`config.mk`:
```
export PLATFORM = sky130hd
export DESIGN_NAME = abc_ascii_uint_parser
export DESIGN_NICKNAME = d
export VERILOG_FILES = /design/src/rtl/abc_ascii_uint_parser.sv
export SDC_FILE = /design/constraint.sdc
export NUM_CORES = 1
export LEC_CHECK = 0
export CORE_UTILIZATION = 35
export DETAILED_ROUTE_END_ITERATION = 12
export SLEW_MARGIN = 20
export SYNTH_ARGS = -nofsm -noshare
export SYNTH_HDL_FRONTEND = slang
export SYNTH_SLANG_ARGS = --single-unit
```
`constraint.sdc`:
```
create_clock -name CLK -period 4.8 [get_ports CLK]
set_input_delay 0.96 -clock CLK [delete_from_list [all_inputs] [get_ports CLK]]
set_output_delay 0.96 -clock CLK [all_outputs]
set_load 0.02 [all_outputs]
```
`src/rtl/abc_ascii_uint_parser.sv`:
```
// abc_ascii_uint_parser: turns an ASCII byte stream into one binary integer per space/LF-delimited token.
// Optional signed tokens ('-' prefix, two's complement output) when ABC_PARSER_SIGNED_EN is defined.
module abc_ascii_uint_parser #(
  parameter int DATA_W = 32
) (
  input  logic              CLK,
  input  logic              RESET,
  input  logic              SINK_VALID,
  input  logic [7:0]        SINK_DATA,
  output logic              SOURCE_VALID,
  output logic [DATA_W-1:0] SOURCE_DATA,
  output logic              SOURCE_EOL,
  output logic              ERROR
);
  localparam logic [1:0] S_IDLE = 2'd0;
  localparam logic [1:0] S_NUM  = 2'd1;
  localparam logic [1:0] S_DROP = 2'd2;
  logic [1:0]        state_q, state_d;
  logic [DATA_W-1:0] acc_q, acc_d;
  logic              ovf_q, ovf_d;
  logic [DATA_W+3:0] mul10;
  logic              mul_ovf;
  logic              is_digit, is_lf, is_sep, is_cr;
  logic [3:0]        dig;
  logic              emit, emit_err;
  logic [DATA_W-1:0] emit_data;
  logic              valid_q, eol_q, err_q;
  logic [DATA_W-1:0] data_q;
  assign is_digit = (SINK_DATA >= 8'h30) && (SINK_DATA <= 8'h39);
  assign is_lf    = SINK_DATA == 8'h0A;
  assign is_sep   = is_lf || (SINK_DATA == 8'h20);
  assign is_cr    = SINK_DATA == 8'h0D;
  assign dig      = SINK_DATA[3:0];
  // acc*10 + d with 4 guard bits; any set guard bit means the value no longer fits
  assign mul10    = ({4'b0, acc_q} << 3) + ({4'b0, acc_q} << 1) + {{DATA_W{1'b0}}, dig};
  assign mul_ovf  = |mul10[DATA_W+3:DATA_W];
  assign emit     = SINK_VALID && is_sep && (state_q != S_IDLE);
`ifdef ABC_PARSER_SIGNED_EN
  localparam logic [DATA_W-1:0] MAX_POS = {1'b0, {(DATA_W-1){1'b1}}};
  localparam logic [DATA_W-1:0] MIN_NEG = {1'b1, {(DATA_W-1){1'b0}}};
  logic neg_q, neg_d, seen_q, seen_d, is_minus, too_big, bad;
  assign is_minus  = SINK_DATA == 8'h2D;
  assign too_big   = ovf_q || (neg_q ? (acc_q > MIN_NEG) : (acc_q > MAX_POS));
  assign bad       = (state_q != S_NUM) || !seen_q;
  assign emit_err  = bad || too_big;
  assign emit_data = bad ? '0 : too_big ? (neg_q ? MIN_NEG : MAX_POS) : neg_q ? -acc_q : acc_q;
`else
  assign emit_err  = (state_q != S_NUM) || ovf_q;
  assign emit_data = (state_q != S_NUM) ? '0 : ovf_q ? '1 : acc_q;
`endif
  always_comb begin
    state_d = state_q;
    acc_d   = acc_q;
    ovf_d   = ovf_q;
`ifdef ABC_PARSER_SIGNED_EN
    neg_d   = neg_q;
    seen_d  = seen_q;
`endif
    if (SINK_VALID && !is_cr) begin
      if (state_q == S_IDLE) begin
        if (is_digit) begin
          state_d = S_NUM;
          acc_d   = {{(DATA_W-4){1'b0}}, dig};
          ovf_d   = 1'b0;
`ifdef ABC_PARSER_SIGNED_EN
          neg_d   = 1'b0;
          seen_d  = 1'b1;
        end else if (is_minus) begin
          state_d = S_NUM;
          acc_d   = '0;
          ovf_d   = 1'b0;
          neg_d   = 1'b1;
          seen_d  = 1'b0;
`endif
        end else if (!is_sep) begin
          state_d = S_DROP;
        end
      end else if (state_q == S_NUM) begin
        if (is_digit) begin
          ovf_d   = ovf_q || mul_ovf;
          acc_d   = (ovf_q || mul_ovf) ? '1 : mul10[DATA_W-1:0];
`ifdef ABC_PARSER_SIGNED_EN
          seen_d  = 1'b1;
`endif
        end else begin
          state_d = is_sep ? S_IDLE : S_DROP;
        end
      end else if (is_sep) begin
        state_d = S_IDLE;
      end
    end
  end
  always_ff @(posedge CLK) begin
    if (RESET) begin
      state_q <= S_IDLE;
      acc_q   <= '0;
      ovf_q   <= 1'b0;
      valid_q <= 1'b0;
      eol_q   <= 1'b0;
      err_q   <= 1'b0;
      data_q  <= '0;
`ifdef ABC_PARSER_SIGNED_EN
      neg_q   <= 1'b0;
      seen_q  <= 1'b0;
`endif
    end else begin
      state_q <= state_d;
      acc_q   <= acc_d;
      ovf_q   <= ovf_d;
      valid_q <= emit;
      eol_q   <= emit && is_lf;
      err_q   <= emit && emit_err;
      if (emit) data_q <= emit_data;
`ifdef ABC_PARSER_SIGNED_EN
      neg_q   <= neg_d;
      seen_q  <= seen_d;
`endif
    end
  end
  assign SOURCE_VALID = valid_q;
  assign SOURCE_DATA  = data_q;
  assign SOURCE_EOL   = eol_q;
  assign ERROR        = err_q;
endmodule
```
==> results of run 1 <==
worst reg2reg max path, cell delays in order, from the launching register on:
cell       delay (ns)
dfxtp_1          0.35
fa_1             0.54
inv_1            0.06
fa_1             0.44
nand2b_1         0.18
a21oi_1          0.30
o2111ai_1        0.22
a31oi_1          0.28
o21ai_2          0.11
xor2_1           0.14
nand4_1          0.18
buf_12           0.21
o21ai_0          0.24
a21oi_1          0.11
state kept, by name, indices dropped and copies added, names as in the netlist:
signal and count:
state_q 2, ovf_q 1, ERROR 1, SOURCE_DATA 32
SOURCE_VALID 1, SOURCE_EOL 1, acc_q 32
cell families (layout without fill, tap and decap cells):
logic type,Yosys count,after routing
flops,70,70
fa+ha+maj,65,65
simple gates,172,172
compound gates,240,240
buf+inv,56,85
mux,3,3
xor+xnor,30,30
path summary, 6_finish.rpt:
check	start	endpoint	depth (start not counted)
min	SOURCE_DATA[16]	SOURCE_DATA[16]	2
min reg2reg	SOURCE_DATA[16]	SOURCE_DATA[16]	2
max reg2reg	acc_q[0]	acc_q[6]	13
max	SINK_DATA[3]	acc_q[6]	14
cells in the final DEF (no fill, tap or decap), types with 3 or more instances in the layout:
| cell | count |
|---|---|
| a211oi_1 | 5 |
| a21o_1 | 15 |
| a21oi_1 | 99 |
| a31o_2 | 4 |
| a31oi_1 | 7 |
| and2_1 | 4 |
| and3_1 | 7 |
| buf_4 | 9 |
| bufinv_16 | 3 |
| clkbuf_16 | 9 |
| clkdlybuf4s50_1 | 44 |
| clkinvlp_4 | 3 |
| dfxtp_1 | 70 |
| ha_1 | 63 |
| inv_1 | 13 |
| mux2i_1 | 3 |
| nand2_1 | 88 |
| nand2b_1 | 5 |
| nand3_1 | 6 |
| nand3b_1 | 3 |
| nand4_1 | 9 |
| nor2_1 | 26 |
| nor3_1 | 5 |
| nor4_1 | 3 |
| o211ai_1 | 4 |
| o21a_1 | 5 |
| o21ai_0 | 70 |
| o21ai_1 | 8 |
| o21ai_2 | 3 |
| o21bai_1 | 3 |
| or3_1 | 6 |
| xnor2_1 | 15 |
| xor2_1 | 15 |
per-stage QoR:
stage | setup WS, ns | std cells | area (um^2) | utilization, %
5_1_grt | 0.286 | 841 | 5870 | 43.5
3_3_place_gp | 0.322 | 824 | 5510 | 40.8
6_report | 0.535 | 841 | 5870 | 43.5
4_1_cts | 0.543 | 840 | 5860 | 43.4
2_1_floorplan | 1.10 | 636 | 4930 | -
3_5_place_dp | 0.194 | 824 | 5510 | 40.8
power breakdown:
group / internal, uW / switching (uW)
combinational: 13.1 / 20.4
clock: 509 / 268
sequential: 582 / 1.39
routing by layer:
metal	global-route usage, %	wire, um	up-vias
met5	0	0	-
met3	5.00	472	9
li1	-	-	2335
met4	5.25	111	0
met1	24.7	6280	2171
met2	30.2	5840	81
cell type report:
| class | instances | area (um^2) | area share (%) |
|---|---|---|---|
| Clock buffer | 9 | 225 | 3.83 |
| Clock inverter | 7 | 121 | 2.07 |
| Inverter | 13 | 48.8 | 0.831 |
| Multi-Input combinational cell | 510 | 3310 | 56.3 |
| Sequential cell | 70 | 1400 | 23.9 |
| Tap cell | 176 | 220 | 3.75 |
| Timing Repair Buffer | 56 | 548 | 9.33 |
==> summary.md, run 1 <==
| Metric | Value |
|---|---|
| Setup tns final | `0 ns` |
| Syn Area/Cell | `7.75 um^2` |
| Post-route ant nets | `0` |
| Die footprint | `14,600 um^2` |
| Worst path max stage delay | `0.58 ns` |
| Clock Skew | `0.00642 ns` |
| Least-Margin Pin Slew | `0.834 ns` |
| Setup bufs post-CTS | `0` |
| Seq cells post-synth | `70` |
| Synth Area in Compound Gates | `28.0%` |
| Initial DRC Count | `218` |
| Residual DRC | `0` |
| Hold Path Class | `reg2reg` |
| P&R area growth vs syn | `19.2%` |
| Largest buffer count on any clock path | `2` |
| Final setup fails | `0` |
| Final hold vios | `0` |
| Fmax | `0.234 GHz` |
| Drt pass-1 iters | `5` |
| Largest family of logic cells by synthesized area | `compound AO/OA/AOI/OAI gates` |
| CTS buffer count | `9` |
| Type of origin of the critical path | `primary input` |
| Multiplexer share of the synthesized area | `0.610%` |
| Cells after Synth | `636` |
| R2R Setup Slk | `1.28 ns` |
| Power density cells | `237 nW/um^2` |
| CP Cell Sequence | `clkdlybuf4s50_1 -> fa_1 -> inv_1 -> fa_1 -> nand2b_1 -> a21oi_1 -> o2111ai_1 -> a31oi_1 -> o21ai_2 -> xor2_1 -> nand4_1 -> buf_12 -> o21ai_0 -> a21oi_1` |
| Fill count | `1,352` |
| # rows | `42` |
| Sequential area share after synthesis | `28.4%` |
| First-pass GRT wire length | `21,700 um` |
| Outcome | `completed` |
| Largest net degree at the start of global routing | `41` |
| I/O pin count | `46` |
| Synthesis warning total | `0` |
| Cts repair resizes | `0` |
| CTS tree | `done` |
| WL/cell | `15.1 um` |
| Synth top area share | `28.4%` |
| RSZ-0062 raised after global routing | `no` |
| Nets@finish | `736` |
| Port-buffer cells | `45` |
| Vias in the first global route | `4,430` |
| Fin crit period | `4.26 ns` |
| Max rail drop VDD | `0.252 mV` |
| Adder-Cell Fraction of Synth Area | `16.8%` |
| CTS sink count | `70` |
| Max-cap check violation count | `0` |
| DR vias/cell | `5.46` |
| Yosys top cell by area | `dfxtp_1` |
| Top post-synthesis cells by count | `99 x a21oi_1, 88 x nand2_1, 70 x dfxtp_1, 70 x o21ai_0, 63 x ha_1` |
| Slew Viols, Final | `0` |
| Number of synthesized flops with an enable pin | `0` |
| Worst Setup Path Type | `in2reg` |
| Post-synthesis xor/xnor area fraction | `5.33%` |
| Setup crit end kind | `register` |
| Async set-reset flop share out of synthesis | `0%` |
| Width of the die | `121 um` |
| Root Driver | `clkbuf_16` |
| Distinct cell type count after synthesis | `52` |
| Power, Total | `1390 uW` |
| Relative slew slack | `44.4%` |
| Starting Density | `36.5%` |
| Req. time, crit path | `5.00 ns` |
| Initial antenna violation count | `0` |
| Dpl hpwl | `9480 um` |
| Post-CTS Hold Buffers | `0` |
| Register clock-pin slew on the reported worst setup and hold paths | `0.05 ns` |
| Crit-path max FO | `16` |
| ANT cells | `0` |
| Layout cell share with drive strength beyond 1 | `6.32%` |
| Core Area | `13,500 um^2` |
| Pleak | `0.00254 uW` |
| Mapped cell area | `4930 um^2` |
| Via count | `4,596` |
| Die height | `121 um` |
| H-tree depth | `3` |
| Worst-skew pair later-pin latency | `0.35 ns` |
| Critical Path AT | `4.47 ns` |
| Gpl congestion | `0.836` |
| Top-count cell post-synth | `a21oi_1` |
| GR Util All Layers | `18.8%` |
| Final WL | `12,700 um` |
| Syn Nets | `712` |
| Crit share post-route | `88.8%` |
| Cell family with most CP delay | `compound AO/OA/AOI/OAI gates` |
| Hold_ws | `0.449 ns` |
| Crit-path slowest cell | `fa_1` |
| Top_reg_cell synth | `dfxtp_1` |
| Post-synthesis simple-gate area fraction | `16.0%` |
| Global route overflow | `0` |
| Top post-synthesis cells by area | `dfxtp_1 28%, ha_1 16%, a21oi_1 10%` |
| Crit path buf inv count | `3` |
(Power assumes the default switching activity.)
==> run 2, diff against run 1 <==
Settings changed: ABC_AREA set to 1.
==> summary.md, run 2 <==
| Metric | Value |
|---|---|
| WHS Path Cells | `2 (unchanged)` |
| R2R Setup Slk | `1.72 ns (was 1.28 ns)` |
| Switching part of the total | `21.9% (was 20.8%)` |
| Hold Path Class | `reg2reg (unchanged)` |
| H-tree depth | `3 (unchanged)` |
| Most common cell after layout, fill and taps aside | `nand2_1 (was a21oi_1)` |
| Worst Reg-to-Reg Cells | `17 (was 13)` |
| Worst path max stage delay | `0.62 ns (was 0.58 ns)` |
| Final hold vios | `0 (unchanged)` |
| Hold_sp | `SOURCE_DATA[21] (was SOURCE_DATA[16])` |
| Worst-skew pair later-pin latency | `0.33 ns (was 0.35 ns)` |
| Seq cells post-synth | `70 (unchanged)` |
| Yosys top cell by area | `dfxtp_1 (unchanged)` |
| First-pass GRT wire length | `24,700 um (was 21,700 um)` |
| Cts repair resizes | `0 (unchanged)` |
| Clock Skew | `0.00707 ns (was 0.00642 ns)` |
| Mapped cell area | `5760 um^2 (was 4930 um^2)` |
| Syn Area/Cell | `6.25 um^2 (was 7.75 um^2)` |
| Slew Viols, Final | `0 (unchanged)` |
| Synth top area share | `24.3% (was 28.4%)` |
| Pleak | `0.00339 uW (was 0.00254 uW)` |
| DR vias/cell | `4.67 (was 5.46)` |
| Register clock-pin slew on the reported worst setup and hold paths | `0.05 ns (about the same)` |
| Outcome | `completed (unchanged)` |
| Global route overflow | `0 (unchanged)` |
| Initial antenna violation count | `0 (unchanged)` |
| Cell family with most CP delay | `simple AND/OR/NAND/NOR gates (was compound AO/OA/AOI/OAI gates)` |
| Residual DRC | `0 (unchanged)` |
| Syn Nets | `998 (was 712)` |
| Fin crit period | `3.95 ns (was 4.26 ns)` |
| Max rail drop VDD | `0.159 mV (was 0.252 mV)` |
| Final WL | `14,600 um (was 12,700 um)` |
| Synthesis warning total | `0 (unchanged)` |
| Top post-synthesis cells by area | `dfxtp_1 24%, nand2_1 20%, ha_1 14% (was dfxtp_1 28%, ha_1 16%, a21oi_1 10%)` |
| P&R area growth vs syn | `16.1% (was 19.2%)` |
| Top post-synthesis cells by count | `310 x nand2_1, 147 x inv_1, 71 x a21oi_1 (was 99 x a21oi_1, 88 x nand2_1, 70 x dfxtp_1, 70 x o21ai_0, 63 x ha_1)` |
| Number of synthesized flops with an enable pin | `0 (unchanged)` |
| Top-count cell post-synth | `nand2_1 (was a21oi_1)` |
| Via count | `5,521 (was 4,596)` |
| Power density cells | `192 nW/um^2 (was 237 nW/um^2)` |
| Clock power share | `50.6% (was 55.7%)` |
| Vias in the first global route | `4,902 (was 4,430)` |
| Crit-path max FO | `28 (was 16)` |
| Post-CTS Hold Buffers | `0 (unchanged)` |
| Worst Setup Path Type | `in2reg (unchanged)` |
| Psw | `281 uW (was 289 uW)` |
| Setup crit end kind | `register (unchanged)` |
| Sequential cell area | `1400 um^2 (unchanged)` |
| Area of the multi-input gates | `3670 um^2 (was 3310 um^2)` |
| Sequential area share after synthesis | `24.3% (was 28.4%)` |
| GR Util All Layers | `18.6% (was 18.8%)` |
| Reg power frac | `45.6% (was 41.9%)` |
| Fmax | `0.253 GHz (was 0.234 GHz)` |
| Setup tns final | `0 ns (unchanged)` |
| Root Driver | `clkbuf_16 (unchanged)` |
| Die footprint | `17,000 um^2 (was 14,600 um^2)` |
| Fill count | `1,780 (was 1,352)` |
| Top_reg_cell synth | `dfxtp_1 (unchanged)` |
| Req. time, crit path | `4.99 ns (was 5.00 ns)` |
| # rows | `46 (was 42)` |
| DP Area | `6390 um^2 (was 5510 um^2)` |
| CP Cell Sequence | `clkdlybuf4s50_1 -> fa_1 -> inv_1 -> fa_1 -> inv_1 -> nand2_1 -> nand2_1 -> nand3_1 -> nand2_1 -> nand2_1 -> nand2_2 -> nand2_1 -> nand3_1 -> nand2_1 -> nor2_4 -> nand2_4 -> nand2_8 -> a21oi_1 (was clkdlybuf4s50_1 -> fa_1 -> inv_1 -> fa_1 -> nand2b_1 -> a21oi_1 -> o2111ai_1 -> a31oi_1 -> o21ai_2 -> xor2_1 -> nand4_1 -> buf_12 -> o21ai_0 -> a21oi_1)` |
| Post-route ant nets | `0 (unchanged)` |
| CTS buffer count | `9 (unchanged)` |
| Width of the die | `130 um (was 121 um)` |
| ANT cells | `0 (unchanged)` |
| RR Endpoint | `acc_q[19] (was acc_q[6])` |
| Largest net degree at the start of global routing | `46 (was 41)` |
| Setup bufs post-CTS | `0 (unchanged)` |
| WL/cell | `12.4 um (was 15.1 um)` |
| Cells after Synth | `922 (was 636)` |
| Hold Crit Endpoint | `SOURCE_DATA[21] (was SOURCE_DATA[16])` |
| RSZ-0062 raised after global routing | `no (unchanged)` |
| Gpl congestion | `0.887 (was 0.836)` |
| Port-buffer cells | `45 (unchanged)` |
| Nets@finish | `1,037 (was 736)` |
| Reg-to-Reg Start | `acc_q[0] (unchanged)` |
| Distinct cell type count after synthesis | `38 (was 52)` |
| Initial DRC Count | `356 (was 218)` |
| Relative slew slack | `54.6% (was 44.4%)` |
| Layout cell share with drive strength beyond 1 | `7.35% (was 6.32%)` |
| I/O pin count | `46 (unchanged)` |
| Die height | `130 um (was 121 um)` |
| Internal power | `1000 uW (was 1100 uW)` |
| Power, Total | `1280 uW (was 1390 uW)` |
| Final setup fails | `0 (unchanged)` |
| Crit path buf inv count | `3 (unchanged)` |
| Worst path most repeated cell | `nand2_1` |
| Least-Margin Pin Slew | `0.679 ns (was 0.834 ns)` |
| Max-cap check violation count | `0 (unchanged)` |
| CTS tree | `done (unchanged)` |
| Crit-path slowest cell | `fa_1 (unchanged)` |
| CTS sink count | `70 (unchanged)` |
| Core Area | `16,000 um^2 (was 13,500 um^2)` |
| Drt pass-1 iters | `4 (was 5)` |
| Largest buffer count on any clock path | `2 (unchanged)` |
| Starting Density | `36.0% (was 36.5%)` |
| Fin area | `6680 um^2 (was 5870 um^2)` |
| Crit share post-route | `82.2% (was 88.8%)` |
| Comb pwr share | `3.9% (was 2.4%)` |
| Dpl hpwl | `11,700 um (was 9480 um)` |
| Leading cell types in the layout, fill and taps excluded | `310 x nand2_1, 147 x inv_1, 71 x a21oi_1 (was 99 x a21oi_1, 88 x nand2_1, 70 x dfxtp_1, 70 x o21ai_0, 63 x ha_1)` |
| Type of origin of the critical path | `primary input (unchanged)` |
| Async set-reset flop share out of synthesis | `0% (unchanged)` |
| Critical Path AT | `4.13 ns (was 4.47 ns)` |
-- run 2: changes by cell type in the layout (fill, tap and decap cells not counted), moves of 15 or more --
cell | previous run | this run
nand2_1 | 88 | 310
inv_1 | 13 | 147
nor2_1 | 26 | 65
a21oi_1 | 99 | 71
a21oi_2 | 0 | 27
nand3_1 | 6 | 33
o21ai_0 | 70 | 52
xnor2_1 | 15 | 0
-- run 2: power by group through the flow --
stage	logic [uW]	clock network, uW	registers [uW]
2_1_floorplan	31.5	0	597
3_3_place_gp	49.3	0	598
3_5_place_dp	49.3	0	598
4_1_cts	49.4	667	585
5_1_grt	55.5	690	585
6_report	49.5	650	585
-- run 2: cells by family (layout without fill, tap and decap cells) --
logic type / after synthesis / after routing / synth area share, %
xor+xnor: 3 / 3 / 0.456
flops: 70 / 70 / 24.3
buf+inv: 172 / 216 / 11.9
compound gates: 169 / 169 / 17.0
simple gates: 441 / 441 / 31.5
mux: 2 / 2 / 0.348
fa+ha+maj: 65 / 65 / 14.4
-- run 2: area by class of cell --
type	instances	area share, %
sequential	70	21.0
clock inverter	5	0.880
inverter	149	8.37
timing repair buffer	51	7.34
clock buffer	11	3.48
tap	216	4.04
multi-input combinational	680	54.9
-- run 2: per-stage QoR --
stage / worst slack [ns] / util, % / hold slack [ns] / instances
detailed placement: 0.524 / 39.9 / 0.453 / 1166
global placement: 0.579 / 39.9 / 0.449 / 1166
finish: 0.854 / 41.8 / 0.457 / 1182
CTS: 0.873 / 41.8 / 0.460 / 1182
floorplan: 1.42 / - / 0.444 / 922
global route: 0.578 / 41.8 / 0.475 / 1182
-- run 2: layer usage --
metal / global-route usage (%) / wire length (um) / up-vias
met5: 0 / 0 / -
met4: 4.86 / 149 / 0
met3: 2.62 / 493 / 13
met2: 27.3 / 5960 / 88
met1: 27.9 / 8030 / 2429
li1: - / - / 2991
-- run 2: worst register-to-register path: stages (launching register included) --
cell and delay (ns):
dfxtp_1 0.37, fa_1 0.56, inv_1 0.07, fa_1 0.45, inv_1 0.07, nand2_1 0.04, nand2_1 0.10, nand3_1 0.08
nand2_1 0.13, nand2_1 0.08, nand2_2 0.11, nand2_1 0.08, nand3_1 0.07, nand2_1 0.09, nor2_4 0.20, nand2_4 0.09
nand2_8 0.21, a21oi_1 0.13
-- run 2: how the worst max path moves through the flow --
stage	start	endpoint	slack, ns	depth (start not counted)
after floorplan	SINK_DATA[3]	acc_q[10]	1.42	18
after global placement	SINK_DATA[3]	acc_q[19]	0.58	18
after detailed placement	SINK_DATA[3]	acc_q[19]	0.52	18
after CTS	SINK_DATA[3]	acc_q[19]	0.87	18
after global routing	SINK_DATA[3]	acc_q[25]	0.58	18
final	SINK_DATA[3]	acc_q[19]	0.85	18
